### src/rtl/phase_bank_ctrl_if.sv
// Command / status bus between the host-side command receiver and the
// phase bank controller.
//
// Signals
//   cmd_valid    host -> ctrl   command word valid
//   cmd_ready    ctrl -> host   controller accepts a command this cycle
//   cmd_data     host -> ctrl   [31:24] opcode, [23:16] channel, [15:8] phase, [0] enable
//   txfifo_full  fifo -> ctrl   TX FIFO cannot take a byte
//   txfifo_wr    ctrl -> fifo   one-cycle write strobe
//   txfifo_data  ctrl -> fifo   status byte written with txfifo_wr
//
// The master modport is the host/FIFO side; the slave modport is the controller.
interface phase_bank_ctrl_if;
  logic        cmd_valid;
  logic        cmd_ready;
  logic [31:0] cmd_data;
  logic        txfifo_full;
  logic        txfifo_wr;
  logic [7:0]  txfifo_data;

  modport master (
    output cmd_valid,
    output cmd_data,
    output txfifo_full,
    input  cmd_ready,
    input  txfifo_wr,
    input  txfifo_data
  );

  modport slave (
    input  cmd_valid,
    input  cmd_data,
    input  txfifo_full,
    output cmd_ready,
    output txfifo_wr,
    output txfifo_data
  );
endinterface

### src/rtl/phase_bank_ctrl.sv
// Double-buffered phase/enable bank controller.
//
// Host commands fill a shadow bank. COMMIT arms an atomic shadow -> active
// copy that is performed on the next PWM frame boundary (frame_tick), so the
// PWM channels never observe a partially updated bank. After every commit or
// rejected command a single status byte is pushed into the TX FIFO.
//
// Ports
//   clk         system clock
//   rst_n       asynchronous active-low reset
//   bus         command/status interface (slave side)
//   frame_tick  one-cycle strobe at PWM counter wrap, synchronous to clk
//   phase_out   active phases, channel i at [i*CLK_CNT_W +: CLK_CNT_W]
//   en_out      active channel enables
//   busy        high whenever the controller is not idle
//   err_cnt     saturating count of rejected commands
module phase_bank_ctrl #(
  parameter int           NUM_CHANNELS = 128,
  parameter int           CLK_CNT_W    = 8,
  parameter logic [7:0]   ACK_BYTE     = 8'hA5,
  parameter logic [7:0]   ERR_BYTE     = 8'hEE
) (
  input  logic                              clk,
  input  logic                              rst_n,
  phase_bank_ctrl_if.slave                  bus,
  input  logic                              frame_tick,
  output logic [NUM_CHANNELS*CLK_CNT_W-1:0] phase_out,
  output logic [NUM_CHANNELS-1:0]           en_out,
  output logic                              busy,
  output logic [7:0]                        err_cnt
);

  localparam int         CH_IDX_W = (NUM_CHANNELS > 1) ? $clog2(NUM_CHANNELS) : 1;
  localparam logic [8:0] NUM_CH_9 = 9'(NUM_CHANNELS);

  localparam logic [7:0] OP_WRITE  = 8'h01;
  localparam logic [7:0] OP_COMMIT = 8'h02;
  localparam logic [7:0] OP_CLEAR  = 8'h03;

  typedef enum logic [1:0] {
    IDLE  = 2'd0,
    ARMED = 2'd1,
    SEND  = 2'd2
  } state_t;

  state_t state;

  logic [NUM_CHANNELS*CLK_CNT_W-1:0] shadow_phase;
  logic [NUM_CHANNELS-1:0]           shadow_en;
  logic [7:0]                        status_byte;

  // Command field decode.
  logic [7:0]           cmd_op;
  logic [7:0]           cmd_ch;
  logic [CLK_CNT_W-1:0] cmd_phase;
  logic                 cmd_en;
  logic                 cmd_fire;
  logic                 ch_in_range;
  logic [CH_IDX_W-1:0]  ch_idx;

  assign cmd_op      = bus.cmd_data[31:24];
  assign cmd_ch      = bus.cmd_data[23:16];
  assign cmd_phase   = bus.cmd_data[8 +: CLK_CNT_W];
  assign cmd_en      = bus.cmd_data[0];
  assign cmd_fire    = bus.cmd_valid & bus.cmd_ready;
  assign ch_in_range = ({1'b0, cmd_ch} < NUM_CH_9);
  assign ch_idx      = cmd_ch[CH_IDX_W-1:0];

  // Controller FSM with both banks and all host-visible outputs registered.
  // cmd_ready and busy are written alongside every state transition so they
  // always equal the decode of the state register (ready = IDLE, busy = !IDLE).
  // txfifo_wr defaults low each cycle, giving an exactly one-cycle strobe that
  // coincides with the return to IDLE.
  always_ff @(posedge clk or negedge rst_n) begin
    if (!rst_n) begin
      state           <= IDLE;
      bus.cmd_ready   <= 1'b1;
      busy            <= 1'b0;
      bus.txfifo_wr   <= 1'b0;
      bus.txfifo_data <= 8'h00;
      status_byte     <= 8'h00;
      err_cnt         <= 8'h00;
      shadow_phase    <= '0;
      shadow_en       <= '0;
      phase_out       <= '0;
      en_out          <= '0;
    end else begin
      bus.txfifo_wr <= 1'b0;

      case (state)
        IDLE: begin
          if (cmd_fire) begin
            // Any command that is not a valid WRITE, COMMIT or CLEAR falls
            // through to the reject path and is acknowledged with ERR_BYTE.
            if (cmd_op == OP_WRITE && ch_in_range) begin
              shadow_phase[ch_idx*CLK_CNT_W +: CLK_CNT_W] <= cmd_phase;
              shadow_en[ch_idx]                           <= cmd_en;
            end else if (cmd_op == OP_COMMIT) begin
              state         <= ARMED;
              bus.cmd_ready <= 1'b0;
              busy          <= 1'b1;
            end else if (cmd_op == OP_CLEAR) begin
              shadow_phase <= '0;
              shadow_en    <= '0;
            end else begin
              if (err_cnt != 8'hFF) begin
                err_cnt <= err_cnt + 8'd1;
              end
              status_byte   <= ERR_BYTE;
              state         <= SEND;
              bus.cmd_ready <= 1'b0;
              busy          <= 1'b1;
            end
          end
        end

        ARMED: begin
          // Only a tick seen while already in ARMED counts; a tick coinciding
          // with the COMMIT accept was sampled in IDLE and is ignored there.
          if (frame_tick) begin
            phase_out   <= shadow_phase;
            en_out      <= shadow_en;
            status_byte <= ACK_BYTE;
            state       <= SEND;
          end
        end

        SEND: begin
          // Hold the byte for as long as the FIFO is full; it is never dropped.
          if (!bus.txfifo_full) begin
            bus.txfifo_wr   <= 1'b1;
            bus.txfifo_data <= status_byte;
            state           <= IDLE;
            bus.cmd_ready   <= 1'b1;
            busy            <= 1'b0;
          end
        end

        default: begin
          state         <= IDLE;
          bus.cmd_ready <= 1'b1;
          busy          <= 1'b0;
        end
      endcase
    end
  end

endmodule

### src/flat_wrapper.sv
// flat-port wrapper written by rule: the top's interface ports become plain ports
module phase_bank_ctrl_flat 
#(
  parameter int           NUM_CHANNELS = 128,
  parameter int           CLK_CNT_W    = 8,
  parameter logic [7:0]   ACK_BYTE     = 8'hA5,
  parameter logic [7:0]   ERR_BYTE     = 8'hEE
)
  (clk, rst_n, frame_tick, phase_out, en_out, busy, err_cnt, bus_cmd_valid, bus_cmd_data, bus_txfifo_full, bus_cmd_ready, bus_txfifo_wr, bus_txfifo_data);
  phase_bank_ctrl_if bus_i ();
  input  logic clk;
  input  logic rst_n;
  input  logic frame_tick;
  output logic [NUM_CHANNELS*CLK_CNT_W-1:0] phase_out;
  output logic [NUM_CHANNELS-1:0] en_out;
  output logic busy;
  output logic [7:0] err_cnt;
  input wire logic [$bits(bus_i.cmd_valid)-1:0] bus_cmd_valid;
  input wire logic [$bits(bus_i.cmd_data)-1:0] bus_cmd_data;
  input wire logic [$bits(bus_i.txfifo_full)-1:0] bus_txfifo_full;
  output wire logic [$bits(bus_i.cmd_ready)-1:0] bus_cmd_ready;
  output wire logic [$bits(bus_i.txfifo_wr)-1:0] bus_txfifo_wr;
  output wire logic [$bits(bus_i.txfifo_data)-1:0] bus_txfifo_data;
  assign bus_i.cmd_valid = bus_cmd_valid;
  assign bus_i.cmd_data = bus_cmd_data;
  assign bus_i.txfifo_full = bus_txfifo_full;
  assign bus_cmd_ready = bus_i.cmd_ready;
  assign bus_txfifo_wr = bus_i.txfifo_wr;
  assign bus_txfifo_data = bus_i.txfifo_data;
  phase_bank_ctrl #(.NUM_CHANNELS(NUM_CHANNELS), .CLK_CNT_W(CLK_CNT_W), .ACK_BYTE(ACK_BYTE), .ERR_BYTE(ERR_BYTE)) u_core (.clk(clk), .rst_n(rst_n), .bus(bus_i), .frame_tick(frame_tick), .phase_out(phase_out), .en_out(en_out), .busy(busy), .err_cnt(err_cnt));
endmodule
### config.mk
export PLATFORM = sky130hd
export DESIGN_NAME = phase_bank_ctrl_flat
export DESIGN_NICKNAME = d
export VERILOG_FILES = /design/src/rtl/phase_bank_ctrl_if.sv /design/src/rtl/phase_bank_ctrl.sv /design/src/flat_wrapper.sv
export SDC_FILE = /design/constraint.sdc
export NUM_CORES = 2
export LEC_CHECK = 0
export ABC_AREA = 1
export BUFFER_PORTS_ARGS = -buffer_cell sky130_fd_sc_hd__clkbuf_2
export CAP_MARGIN = 0
export CORE_AREA = 2 2 467 469
export DETAILED_ROUTE_END_ITERATION = 8
export DIE_AREA = 0 0 469 471
export SETUP_SLACK_MARGIN = 0.05
export SLEW_MARGIN = 30
export SYNTH_ARGS = -nofsm -noshare
export SYNTH_HDL_FRONTEND = slang
export SYNTH_SLANG_ARGS = --single-unit
### constraint.sdc
create_clock -name clk -period 2.98 [get_ports clk]
set_clock_uncertainty 0.2 [all_clocks]
set_input_delay 0.298 -clock clk [delete_from_list [all_inputs] [get_ports clk]]
set_output_delay 0.298 -clock clk [all_outputs]
set_load 0.03 [all_outputs]
==> metrics.md <==
| Metric | Value |
|---|---|
| DR vias/cell | `5.35` |
| Post-place instance area | `0.108 mm^2` |
| Slowest stage cell, crit path | `dlygate4sd3_1` |
| Sw power | `15.3 mW` |
| Crit Reg-Reg Startpoint | `u_core.bus.cmd_ready` |
| Maximum clock rate | `0.348 GHz` |
| Post-synthesis sequential area ratio | `0.627` |
| Worst path cell trace | `dlygate4sd3_1, clkbuf_2, buf_4, inv_2, nor2_2, nor2_4, buf_4, nor2_2, buf_4, buf_4, nand2_1, buf_4, nor3_1, nand2_1, o21ai_0` |
| Post-DR wirelength/cell | `24.6 um` |
| Post-DRT Antenna Nets | `0` |
| Core box area | `0.216 mm^2` |
| Setup Slack @ Placement | `-0.509 ns` |
| Commonest non-fill, non-tap cell in the layout | `nand2_1` |
| CTS buffer count | `238` |
| Vias in the first global route | `80,000` |
| Share of total power in the clock network | `0.480` |
| Worst path depth | `15` |
| HP Class | `in2async` |
| FFs w/ async S/R, synth | `1.00` |
| Final instance area | `0.117 mm^2` |
| Slew of the pin with the lowest slew margin | `1.01 ns` |
| Pwr dens | `564 mW/mm^2` |
| Total track usage | `0.338` |
| Final cell count without fillers | `15,400` |
| Buf+Inv Stages, Crit Path | `8` |
| Post-synth cell types | `42` |
| Reg2Reg Depth | `8` |
| Post-synth EDFFs | `0` |
| Area growth syn-to-layout | `25.8%` |
| Buffer depth of the longest clock path | `3` |
| Final Setup Violations | `0` |
| Maximum capacitance violations | `0` |
| CP endpoint kind | `register` |
| Commonest non-fill, non-tap cells in the layout | `nand2_1 (5,545), dfrtp_1 (2,322), clkbuf_2 (1,198), buf_4 (580), o21ai_0 (527)` |
| Slowest stage delay, CP | `0.57 ns` |
| CTS tree | `built` |
| IO Port Bufs | `1,199` |
| Global-route wire length before repair | `547 mm` |
| Internal power | `50.4 mW` |
| Total wire length | `380 mm` |
| H-tree Lvls | `4` |
| Final Hold Viols | `0` |
| Share of layout cells above drive strength 1 | `0.198` |
| Crit path DAT | `3.47 ns` |
| RSZ-0062 raised after global routing | `true` |
| VDD IR-drop max | `0.653 mV` |
| Starting density of the core | `0.429` |
| Layout Nets | `12,400` |
| DR iter-0 viols | `8,710` |
| Hpwl dp | `289 mm` |
| Worst EP required | `3.57 ns` |
| DRC viols | `0` |
| CP most frequent cell | `buf_4` |
| Clock Tree Root | `clkbuf_16` |
| GR Overflow Total | `0` |
| IO Count | `1,208` |
| # Post-CTS Setup Buffers | `0` |
| Ys Warns | `0` |
| Worst-path maximum fanout | `7` |
| Reg clk slew, reported paths | `0.06 ns` |
| # clock sinks | `2,323` |
| Sw frac | `0.233` |
| Syn Nets | `10,700` |
| WS Path Type | `in2reg` |
| Cell Area, Synth | `0.0926 mm^2` |
| Final core utilization | `0.539` |
| Cells after Synth | `10,600` |
| Period utilization | `0.965` |
| Combinational Power Share | `0.038` |
| Die Area | `0.221 mm^2` |
| Max-Slew Margin vs Limit | `0.326` |
| Run status | `completed` |
| Pwr Total | `65.7 mW` |
| Reg2reg end | `u_core.shadow_en[32]` |
| Min Tclk post-route | `2.88 ns` |
| Die width | `469 um` |
| Site row count | `171` |
| Critical Path Source Type | `primary input` |
| DIE HEIGHT | `471 um` |
| Worst reg2reg setup slack | `0.17 ns` |
| Yosys reg bits | `2,323` |
| Fin worst setup slack | `0.104 ns` |
| Via count | `82,500` |
| Main flop type after synthesis | `dfrtp_1` |
| Pin count of the biggest net entering global routing | `113` |
| Worst-skew pair later-pin latency | `0.91 ns` |
| Max-slew violations | `0` |
| Leak Pwr | `62.7 nW` |
| Syn avg cell area | `8.70 um^2` |
| DP Cell Count | `14,900` |
| Flop pwr share | `0.481` |
| Initial antenna violation count | `8` |
| Drt first pass iters | `9` |
| Gp weighted congestion | `0.968` |
| Critical path's top delay family | `buffers and inverters` |
[logic make-up after synthesis]
group	Yosys count	synth area share
compound gates	1102	0.0647
other cells	1	0.0000405
xor+xnor	8	0.000959
simple gates	6472	0.275
flops	2323	0.627
fa+ha+maj	3	0.000405
buf+inv	732	0.0313
mux	2	0.000243
[cell usage after synthesis (65+ instances only)]
library cell  count  area, um^2
o21ai_1         248        1240
dfrtp_1        2322       58100
a21oi_1         122         611
nand2_1        5556       20900
clkbuf_1        404        1520
nand4_1          67         419
inv_1           181         679
nand3_1         296        1480
o31ai_1         136        1020
nor2_1          338        1270
o21ai_0         527        2640
buf_2            65         325
nor3_1          121         606
[stage by stage]
step / hold WS, ns / TNS, ns
final: 0.0263 / 0
after global routing: 0.0312 / 0
after CTS: 0.00279 / 0
after detailed placement: 0.0979 / -214.50
after global placement: 0.0930 / -199.74
after floorplan: -0.198 / 0
[layout make-up]
type                            count  area (um^2)
Clock buffer                      341         6930
Timing Repair Buffer             1961        13700
Antenna cell                        7         17.5
Inverter                          224          866
Tap cell                         2854         3570
Clock inverter                    107         1420
Multi-Input combinational cell   7588        31900
Fill cell                       20000        99500
Sequential cell                  2323        58100
[power groups by stage]
stage / sequential [mW] / clock (mW) / combinational (mW)
after global routing: 31.6 / 33.2 / 2.69
after floorplan: 32.3 / 0 / 0.603
after global placement: 32.2 / 0 / 2.46
after detailed placement: 32.2 / 0 / 2.48
after CTS: 31.6 / 32.0 / 2.53
final: 31.6 / 31.6 / 2.52
[worst min-delay path: stages]
cell,delay (ns)
dlygate4sd3_1,0.58
buf_12,0.32
buf_12,0.30
[per-layer routing]
metal / vias up / global-route usage / routed length (um)
met3: 753 / 0.0742 / 31900
met1: 40800 / 0.460 / 157000
met5: - / 0 / 0
li1: 37200 / - / -
met4: 0 / 0.203 / 26300
met2: 3759 / 0.495 / 165000
[how the worst max path moves through the flow]
stage	startpoint	endpoint	slack (ns)
after floorplan	bus_cmd_data[16]	u_core.shadow_phase[712]	0.01
after global placement	bus_cmd_data[17]	u_core.shadow_phase[779]	-0.50
after detailed placement	bus_cmd_data[17]	u_core.shadow_phase[779]	-0.51
after CTS	bus_cmd_data[21]	u_core.shadow_en[32]	0.08
after global routing	bus_cmd_data[21]	u_core.shadow_en[32]	0.04
final	bus_cmd_data[18]	u_core.shadow_phase[440]	0.10
[repair_timing]
item,CTS,global route
endpoints found under the hold margin,2294,0
gates resized for setup,0,5
hold buffers,34,0
endpoints found under the setup margin,0,28
[sequential cells by signal (all words and copies together) (netlist names), 2 cells and up]
register,cells
u_core.shadow_en,128
u_core.phase_out,1024
u_core.status_byte,3
u_core.state,2
u_core.bus.txfifo_data,3
u_core.err_cnt,8
u_core.en_out,128
u_core.shadow_phase,1024
(Power assumes the default switching activity.)
